File: config.mk
export PLATFORM = sky130hd
export DESIGN_NAME = shift_add_seq_ctrl
export DESIGN_NICKNAME = d
export VERILOG_FILES = /design/src/rtl/shift_add_pkg.sv /design/src/rtl/shift_add_seq_ctrl_iter_counter.sv /design/src/rtl/shift_add_seq_ctrl.sv
export SDC_FILE = /design/constraint.sdc
export NUM_CORES = 1
export LEC_CHECK = 0
export ABC_AREA = 1
export CORE_AREA = 3 3 40 42
export DETAILED_ROUTE_END_ITERATION = 6
export DIE_AREA = 0 0 43 45
export PLACE_DENSITY = 0.76
export SYNTH_ARGS = -nofsm -noshare
export SYNTH_HDL_FRONTEND = slang
export SYNTH_SLANG_ARGS = --single-unit
export TNS_END_PERCENT = 10
File: constraint.sdc
create_clock -name clock -period 1.6 [get_ports clock]
set_input_delay 0.16 -clock clock [delete_from_list [all_inputs] [get_ports clock]]
set_output_delay 0.16 -clock clock [all_outputs]
set_load 0.01 [all_outputs]
File: src/rtl/shift_add_pkg.sv
// Shared types for the shift-add / shift-subtract sequencer.
// State encoding and opcode constants.
package shift_add_pkg;

  typedef enum logic [1:0] {
    IDLE = 2'd0,
    LOAD = 2'd1,
    ITER = 2'd2,
    DONE = 2'd3
  } state_e;

  localparam logic OP_MUL = 1'b0;
  localparam logic OP_DIV = 1'b1;

endpackage

File: src/rtl/shift_add_seq_ctrl_iter_counter.sv
// Iteration counter for the shift-add sequencer.
// Synchronous clear, count enable, terminal-count flag at N-1.
module seq_iter_counter #(
  parameter int N     = 8,
  parameter int CNT_W = $clog2(N + 1)
) (
  input  logic clock,
  input  logic reset,
  input  logic clr,
  input  logic en,
  output logic tc
);

  logic [CNT_W-1:0] cnt_q;
  logic [CNT_W-1:0] cnt_d;

  always_comb begin
    cnt_d = cnt_q;
    if (clr) begin
      cnt_d = '0;
    end else if (en) begin
      cnt_d = cnt_q + 1'b1;
    end
  end

  always_ff @(posedge clock or negedge reset) begin
    if (!reset) begin
      cnt_q <= '0;
    end else begin
      cnt_q <= cnt_d;
    end
  end

  assign tc = (cnt_q == CNT_W'(N - 1));

endmodule

File: src/rtl/shift_add_seq_ctrl.sv
// Sequencer for the shared shift-add multiply / shift-subtract divide datapath.
// Optional multiply early termination on rs_zero: SHIFT_ADD_EARLY_TERM_EN.
module shift_add_seq_ctrl
  import shift_add_pkg::*;
#(
  parameter int N     = 8,
  parameter int CNT_W = $clog2(N + 1)
) (
  input  logic clock,
  input  logic reset,
  input  logic start,
  input  logic op,
  input  logic b_zero,
  input  logic rs_zero,
  input  logic rem_neg,
  output logic sel_load,
  output logic en_ls,
  output logic en_rs,
  output logic acc_clr,
  output logic acc_en,
  output logic restore,
  output logic q_bit,
  output logic busy,
  output logic finished,
  output logic div0_err
);

  state_e state_q, state_d;
  logic   op_q, op_d;
  logic   dz_q, dz_d;
  logic   cnt_clr;
  logic   cnt_en;
  logic   cnt_tc;
  logic   early;

`ifdef SHIFT_ADD_EARLY_TERM_EN
  assign early = (op_q == OP_MUL) & rs_zero;
`else
  logic unused_rs_zero;
  assign unused_rs_zero = rs_zero;
  assign early = 1'b0;
`endif

  seq_iter_counter #(
    .N     (N),
    .CNT_W (CNT_W)
  ) u_cnt (
    .clock (clock),
    .reset (reset),
    .clr   (cnt_clr),
    .en    (cnt_en),
    .tc    (cnt_tc)
  );

  always_ff @(posedge clock or negedge reset) begin
    if (!reset) begin
      state_q <= IDLE;
      op_q    <= OP_MUL;
      dz_q    <= 1'b0;
    end else begin
      state_q <= state_d;
      op_q    <= op_d;
      dz_q    <= dz_d;
    end
  end

  always_comb begin
    state_d  = state_q;
    op_d     = op_q;
    dz_d     = dz_q;
    cnt_clr  = 1'b0;
    cnt_en   = 1'b0;
    sel_load = 1'b0;
    en_ls    = 1'b0;
    en_rs    = 1'b0;
    acc_clr  = 1'b0;
    acc_en   = 1'b0;
    restore  = 1'b0;
    q_bit    = 1'b0;
    busy     = 1'b0;
    finished = 1'b0;
    div0_err = 1'b0;
    unique case (state_q)
      IDLE: begin
        if (start) begin
          op_d = op;
          if ((op == OP_DIV) && b_zero) begin
            dz_d    = 1'b1;
            state_d = DONE;
          end else begin
            state_d = LOAD;
          end
        end
      end
      LOAD: begin
        sel_load = 1'b1;
        acc_clr  = 1'b1;
        en_ls    = 1'b1;
        en_rs    = 1'b1;
        busy     = 1'b1;
        cnt_clr  = 1'b1;
        state_d  = ITER;
      end
      ITER: begin
        en_ls  = 1'b1;
        en_rs  = 1'b1;
        acc_en = 1'b1;
        busy   = 1'b1;
        if (op_q == OP_DIV) begin
          restore = rem_neg;
          q_bit   = ~rem_neg;
        end
        // Hold at N-1 so the counter never runs past its last value
        cnt_en = ~cnt_tc;
        if (cnt_tc || early) begin
          state_d = DONE;
        end
      end
      DONE: begin
        busy     = 1'b1;
        finished = 1'b1;
        div0_err = dz_q;
        dz_d     = 1'b0;
        state_d  = IDLE;
      end
      default: state_d = IDLE;
    endcase
  end

endmodule

==> results.yml, run 1 <==
placed_design:
  hpwlAfterDp_um: 863
  portBuffers: 15
  place_congestion: 0.847
  dp_cells: 99
logic_synthesis:
  yosysSeqAreaShare: 0.396
  yosys-top-cells-area: "dfrtp_1, nand2_1, ha_1, inv_1, nor2_1"
  ys_seq_elements: 8
  yosysTopAreaCell: "dfrtp_1"
  synth_cell_types: 15
  synth_top_cell_area_share: 0.396
  synth_cells: 67
  synth_area_um2: 505
  yosys_warnings: 0
  syn_area_per_cell_um2: 7.54
  syn-num-nets: 79
sta:
  drv_slew: 0
  timing.final.crit_share: 0.960
  fin_crit_ns: 1.54
  finalHoldViolations: 0
  worstMarginPinSlew_ns: 0.384
  slew_headroom: 0.743
  clock_skew_ns: 0.00359
  rsz0062_at_grt: "true"
  fin_tns_setup_ns: 0
  max_clock_freq_mhz: 651
  setup_viol: 0
  worst_hold_slack_ns: 0.198
drt:
  drc_errors: 0
  drt-total-wl_mm: 1.04
  drt_iter0_markers: 11
  wl_per_cell_um: 10.2
  viasPerCell: 4.76
  dr.pass1.iters: 4
  antenna_left: 0
  num_vias: 486
global_routing:
  grt_usage: 0.125
  antenna_found_initial: 0
  grt_max_degree: 9
  grt_first_pass_wirelength_mm: 1.83
  grt_overflow: 0
  grt_pass1_vias: 493
power:
  leakage_uw: 0.000405
  power_density_nw_per_um2: 1770
  vdd_drop_max_mv: 1.08
outcome:
  status: "finished, final reports clean"
worst_setup_path:
  path_class: "flop to output pin"
  critPathRequiredTime_ns: 1.44
  cp-end-kind: "output pin"
  endpoint: "en_rs"
  r2r-end: "dz_q"
  crit_arrival_ns: 1.38
  r2r_setup_slack_ns: 0.31
  cp-start-kind: "flop"
  startpoint: "state_q[0]"
  worstRegToRegCells: 7
  crit_fanout: 3
  reg2reg_from: "state_q[0]"
die:
  initial_core_util: 0.393
  dieWidth_um: 43
  dieArea_um2: 1940
  die_y_um: 45
  core.rowCount: 13
  io_pins: 17
  core_area_um2: 1280
cts:
  holdBufCountCts: 0
  clockRootBuffer: "clkbuf_4"
  cts.reportedPaths.clkPinSlew_ns: 0.06
  clock_latency_ns: 0.25
  cts_sinks: 8
  clock_path_buffers: 2
  cts_tree: "done"
  cts_buffers: 3
  h-tree-depth: 1
layout:
  area_growth_pct: 39.4
  nets: 101
  antenna_cells: 0
  final_common_cell: "nand2_1"
  drive_gt1_frac: 0.149
  final_cells: 102
  mostFrequentLayoutCells: "nand2_1, inv_1, dlygate4sd2_1"
flow_run:
  cap_violations: 0
min_path:
  hold_path.class: "primary input to asynchronous set/reset pin"
[registers in the layout, indices dropped and copies added (netlist names)]
register	count
u_cnt.cnt_q	4
dz_q	1
state_q	2
op_q	1
[metal layers]
metal,vias up,GRT usage,share of wire
met5,-,0,0
met4,0,0.0422,0
met3,0,0.0478,0.080
met2,15,0.234,0.49
met1,220,0.127,0.43
li1,251,-,-
[area by class of cell]
class / count / area (um2)
fill: 139 / 581
multi-input combinational: 47 / 258
sequential: 8 / 200
timing repair buffer: 19 / 168
inverter: 10 / 37.5
clock buffer: 3 / 22.5
tap: 15 / 18.8
[through the flow]
step	setup slack, ns	power [uW]	area, um2	utilization
detailed placement	0.0715	1200	689	0.537
floorplan	0.337	844	505	-
global route	-0.00810	1390	704	0.548
CTS	0.0479	1270	702	0.546
global placement	0.0653	1180	689	0.537
finish	0.0634	1250	704	0.548
[synth_stat cells]
master   instances
nand2_1         19
inv_1            9
dfrtp_1          8
nor2_1           7
ha_1             5
nand3_1          5
a21oi_1          3
nand4_1          3
buf_4            2
inv_2            1
nand2_2          1
nor2_4           1
nor3_1           1
o21ai_0          1
or2_2            1
[worst min-delay path by stage]
stage	from	to	slack (ns)	cells past startpoint
3_5_place_dp	reset	u_cnt.cnt_q[3]	0.48	1
6_report	reset	u_cnt.cnt_q[0]	0.20	1
3_3_place_gp	reset	u_cnt.cnt_q[3]	0.47	1
4_1_cts	reset	u_cnt.cnt_q[0]	0.20	1
2_1_floorplan	reset	dz_q	-0.14	0
5_1_grt	reset	u_cnt.cnt_q[0]	0.21	1
[timing repair]
item,4_1_cts,5_1_grt
setup buffers,0,0
endpoints found under the hold margin,0,0
endpoints found under the setup margin,10,4
gates resized for setup,11,3
pin swaps,0,0
cloned,0,0
[critical path: stages (launching register included)]
cell	delay (ns)
dfrtp_1	0.34
inv_1	0.06
buf_4	0.13
ha_1	0.31
dlygate4sd2_1	0.29
[logic make-up (layout without fill, tap and decap cells)]
logic type / after synthesis / after routing / share of synthesized area
and+or+nand+nor: 38 / 38 / 0.337
buffers and inverters: 12 / 32 / 0.104
DFF: 8 / 8 / 0.396
adders and majority gates: 5 / 5 / 0.124
AOI/OAI and AO/OA: 4 / 4 / 0.0396
[where the power goes]
group	leakage, uW	total, uW	internal, uW	switching, uW
clock	0.0000138	152	85.7	66.4
combinational	0.000289	751	352	399
sequential	0.000102	347	281	65.9
(Power assumes the default switching activity.)
==> run 2: changes to the inputs <==
==> constraint.sdc (replaced) <==
create_clock -name clock -period 1.6 [get_ports clock]
set_input_delay 0.16 -clock clock [delete_from_list [all_inputs] [get_ports clock]]
set_output_delay 0.16 -clock clock [all_outputs]
set_load 0.005 [all_outputs]
==> run 2 against run 1 <==
Compared with the run above:
- via count down 1.4%
- non-clock buffer count down 1
- die area unchanged
- wire length up 2.0%
- cell area up 3.0%
- utilization up 1.7 points
- highest routed layer unchanged
- largest cell class unchanged
- cell count down 0.98%
- largest power group unchanged
- sequential power up 2%
- total power up 1.2%
- worst hold slack worse by 0.014 ns
==> results.yml, run 2 (synthesis gave the netlist of run 1 again) <==
global_routing:
  grt_max_degree: 9
  grt_overflow: 0
  grt_first_pass_wirelength_mm: 1.81
  grt_pass1_vias: 464
  grt_usage: 0.128
  antenna_found_initial: 0
sta:
  timing.final.crit_share: 0.914
  clock_skew_ns: 0.00687
  drv_slew: 0
  rsz0062_at_grt: "false"
  slew_headroom: 0.748
  worstMarginPinSlew_ns: 0.376
  worst_hold_slack_ns: 0.184
  fin_crit_ns: 1.46
  timing.final.ws_setup_ns: 0.138
  finalHoldViolations: 0
  max_clock_freq_mhz: 684
  setup_viol: 0
worst_setup_path:
  r2r_setup_slack_ns: 0.29
  reg2reg_from: "state_q[1]"
  crit_chain: "inv_2 -> ha_1 -> buf_4 -> dlygate4sd2_1"
  worstRegToRegCells: 6
  crit_fanout: 3
  critPathRequiredTime_ns: 1.44
  crit_arrival_ns: 1.30
  worst_path_max_delay_cell: "dfrtp_1"
  cp-end-kind: "output pin"
  cp-start-kind: "flop"
  path_class: "flop to output pin"
  max_stage_delay_ns: 0.38
  r2r-end: "dz_q"
die:
  dieWidth_um: 43
  io_pins: 17
  dieArea_um2: 1940
  die_y_um: 45
  core.rowCount: 13
  core_area_um2: 1280
  initial_core_util: 0.393
cts:
  clock_latency_ns: 0.25
  h-tree-depth: 1
  cts.reportedPaths.clkPinSlew_ns: 0.06
  cts_setup_buffers: 0
  cts_tree: "done"
  holdBufCountCts: 0
  clock_path_buffers: 2
  cts_buffers: 3
  cts_sinks: 8
  clockRootBuffer: "clkbuf_4"
placed_design:
  place_congestion: 0.839
  portBuffers: 15
  hpwlAfterDp_um: 833
  postPlaceCellArea_um2: 682
  post-place-ws_ns: 0.0459
  dp_cells: 98
layout:
  regArea_um2: 200
  area_growth_pct: 43.6
  fillers: 123
  drive_gt1_frac: 0.174
  largest_register: "u_cnt.cnt_q"
  final_cells: 101
  largest_register_ffs: 4
  multi_input_area_um2: 268
  final_area_um2: 726
  final_common_cell: "nand2_1"
  mostFrequentLayoutCells: "nand2_1, dfrtp_1, inv_1, nor2_1"
  nets: 100
  largestRegisters: "u_cnt.cnt_q x4, state_q x2"
  antenna_cells: 0
drt:
  num_vias: 479
  drt_iter0_markers: 3
  antenna_left: 0
  viasPerCell: 4.74
  wl_per_cell_um: 10.5
  drc_errors: 0
  dr.pass1.iters: 4
  drt-total-wl_mm: 1.06
power:
  power_density_nw_per_um2: 1740
  leakage_uw: 0.000448
  vdd_drop_max_mv: 1.01
  power_uw: 1260
outcome:
  status: "finished, final reports clean"
flow_run:
  cap_violations: 0
min_path:
  hold_path.class: "primary input to asynchronous set/reset pin"
==> run 2: worst max path at each step <==
stage                          start  endpoint  slack (ns)  depth (start not counted)
after CTS                 state_q[0]  div0_err       -0.12                          5
after detailed placement  state_q[0]     q_bit        0.05                          5
after global routing      state_q[0]    acc_en        0.04                          4
after floorplan           state_q[0]      dz_q        0.46                          5
after global placement    state_q[0]     q_bit        0.07                          5
final                     state_q[0]    acc_en        0.14                          4
==> run 2: worst max-delay path: cells and delay by family, from the launching register on <==
family / cells / cell delay [ns]
adder cells (fa/ha/maj): 1 / 0.21
flip-flops: 1 / 0.38
buffers and inverters: 3 / 0.46
==> run 2: report_power, final <==
group	total, uW	internal [uW]	switching [uW]
Clock	160	86.2	73.3
Combinational	752	385	366
Sequential	353	280	72.9
==> run 2: metal layers <==
layer,track usage,share of wire,routed length [um],vias up
met4,0.0904,0,0,0
met3,0.0478,0.076,81,0
li1,-,-,-,249
met1,0.142,0.47,502,215
met5,0,0,0,-
met2,0.204,0.45,477,15
==> run 2: cell type report <==
type                    count  area share
clock buffers               3      0.0310
inverters                  10      0.0517
multi-input cells          47       0.369
flip-flops and latches      8       0.276
well taps                  15      0.0259
repair buffers             18       0.247
==> run 2: what timing repair did <==
item | in CTS | in global routing
gates resized for setup | 7 | 11
cloned | 0 | 0
setup endpoints to repair | 10 | 6
==> run 2: per-stage QoR <==
stage / TNS [ns] / utilization
finish: 0 / 0.565
CTS: -0.537 / 0.543
detailed placement: 0 / 0.531
global route: 0 / 0.565
global placement: 0 / 0.531
floorplan: 0 / -
==> run 3: changes to the inputs <==
- CORE_AREA: 3 3 40 42 -> not set
- CORE_MARGIN: not set -> 3
- CORE_UTILIZATION: not set -> 30
- DIE_AREA: 0 0 43 45 -> not set
- GPL_TIMING_DRIVEN: not set -> 0
- PLACE_DENSITY: 0.76 -> 0.65
==> run 3 against run 2 <==
Compared with the run above:
- the run now ends with setup timing left
- sequential share of layout area down 1.7 points
- clock-buffer cell count unchanged
- combinational power up 18%
- die area up 14%
- first-iteration DRC count down 33%
- clock power down 3%
==> results.yml, run 3 (synthesis gave the netlist of run 1 again) <==
worst_setup_path:
  path_class: "flop to output pin"
  cp-end-kind: "output pin"
  critPathRequiredTime_ns: 1.44
  crit_fanout: 4
  crit_arrival_ns: 1.54
  cp-start-kind: "flop"
placed_design:
  hpwlAfterDp_um: 784
  postPlaceCellArea_um2: 676
  place_congestion: 0.836
  portBuffers: 15
cts:
  clockRootBuffer: "clkbuf_4"
  cts.reportedPaths.clkPinSlew_ns: 0.06
  clock_path_buffers: 2
  clock_latency_ns: 0.25
  cts_tree: "done"
  h-tree-depth: 1
  cts_sinks: 8
  cts_buffers: 3
layout:
  antenna_cells: 0
  mostFrequentLayoutCells: "nand2_1, inv_1, nor2_1"
  largest_register_ffs: 4
  final_area_um2: 782
  final_util: 0.507
  largest_register: "u_cnt.cnt_q"
  area_growth_pct: 54.7
  drive_gt1_frac: 0.253
  regArea_um2: 203
  multi_input_area_um2: 308
  largestRegisters: "u_cnt.cnt_q x4, state_q x2"
  fillers: 152
  nets: 101
  final_common_cell: "nand2_1"
die:
  die_y_um: 47.1
  dieArea_um2: 2210
  core.rowCount: 14
  core_area_um2: 1540
  initial_core_util: 0.328
  dieWidth_um: 47.1
  io_pins: 17
drt:
  drt-total-wl_mm: 1.14
  drc_errors: 0
  drt_iter0_markers: 2
  antenna_left: 0
  num_vias: 490
  wl_per_cell_um: 11.1
  dr.pass1.iters: 3
  viasPerCell: 4.76
global_routing:
  antenna_found_initial: 0
  grt_usage: 0.113
  grt_max_degree: 9
  grt_overflow: 0
  grt_first_pass_wirelength_mm: 1.72
  grt_pass1_vias: 415
min_path:
  hold_path.class: "primary input to asynchronous set/reset pin"
flow_run:
  cap_violations: 0
sta:
  timing.final.crit_share: 1.06
  finalHoldViolations: 0
  worstMarginPinSlew_ns: 0.370
  slew_headroom: 0.752
  rsz0062_at_grt: "true"
  fin_crit_ns: 1.70
  setup_viol: 1
  clock_skew_ns: 0.00154
  max_clock_freq_mhz: 589
  timing.final.ws_setup_ns: -0.0987
  drv_slew: 0
  fin_tns_setup_ns: -0.0987
power:
  leakage_uw: 0.000443
  power_density_nw_per_um2: 1820
  power_uw: 1430
  vdd_drop_max_mv: 1.04
outcome:
  status: "complete, but fails checks"
  violations: "setup timing"
run 3: cell count changes in the layout (fill, tap and decap cells not counted):
cell	change
ha_4	+3
buf_4	+2
dfrtp_1	-2
dfrtp_2	+2
dlygate4sd2_1	-2
ha_1	-2
inv_2	-2
inv_4	+2
clkdlybuf4s50_1	+1
ha_2	-1
nor3_1	-1
nor3_2	+1
run 3: report_power, final:
| group | internal, uW | switching, uW |
|---|---|---|
| Clock | 85.9 | 69.2 |
| Sequential | 285 | 95.1 |
| Combinational | 481 | 409 |
run 3: routing by layer:
metal	vias up	part of all wire	wire length, um	track usage
li1	251	-	-	-
met2	15	0.46	527	0.163
met3	0	0.090	103	0.0766
met1	224	0.45	509	0.136
met4	0	0	0	0.0331
met5	-	0	0	0
run 3: metrics by stage:
step	hold slack [ns]	std cells	setup WS (ns)
global route	0.206	103	-0.176
global placement	0.471	98	-0.0580
floorplan	-0.136	67	0.458
finish	0.188	103	-0.0987
detailed placement	0.474	98	-0.0689
CTS	0.197	101	-0.266
run 3: layout make-up:
cell class                      count  area share
Clock buffer                        3      0.0288
Buffer                              2      0.0192
Multi-Input combinational cell     47       0.394
Inverter                           10      0.0544
Tap cell                           16      0.0256
Timing Repair Buffer               17       0.219
Sequential cell                     8       0.259
run 3: timing repair:
item,in CTS,in global routing
resized for setup,6,20
hold buffers,0,0
gates cloned,0,0
endpoints found under the setup margin,9,8
buffers inserted,0,2
run 3: worst paths after layout:
check | start | end | slack (ns) | depth (start not counted)
worst max-delay path | state_q[1] | div0_err | -0.1 | 5
worst min-delay path | reset | u_cnt.cnt_q[2] | 0.19 | 1
worst max register to register | u_cnt.cnt_q[0] | u_cnt.cnt_q[0] | 0.34 | 7
worst min register to register | u_cnt.cnt_q[3] | u_cnt.cnt_q[3] | 0.51 | 2
max in group asynchronous | reset | state_q[1] | 1.12 | 1
min in group clock | u_cnt.cnt_q[3] | u_cnt.cnt_q[3] | 0.51 | 2
run 3: critical path, cell delays in order, from the launching register on:
cell and delay (ns):
dfrtp_2 0.45, buf_4 0.16, ha_4 0.16, nand2_1 0.05, inv_1 0.03, clkdlybuf4s50_1 0.43
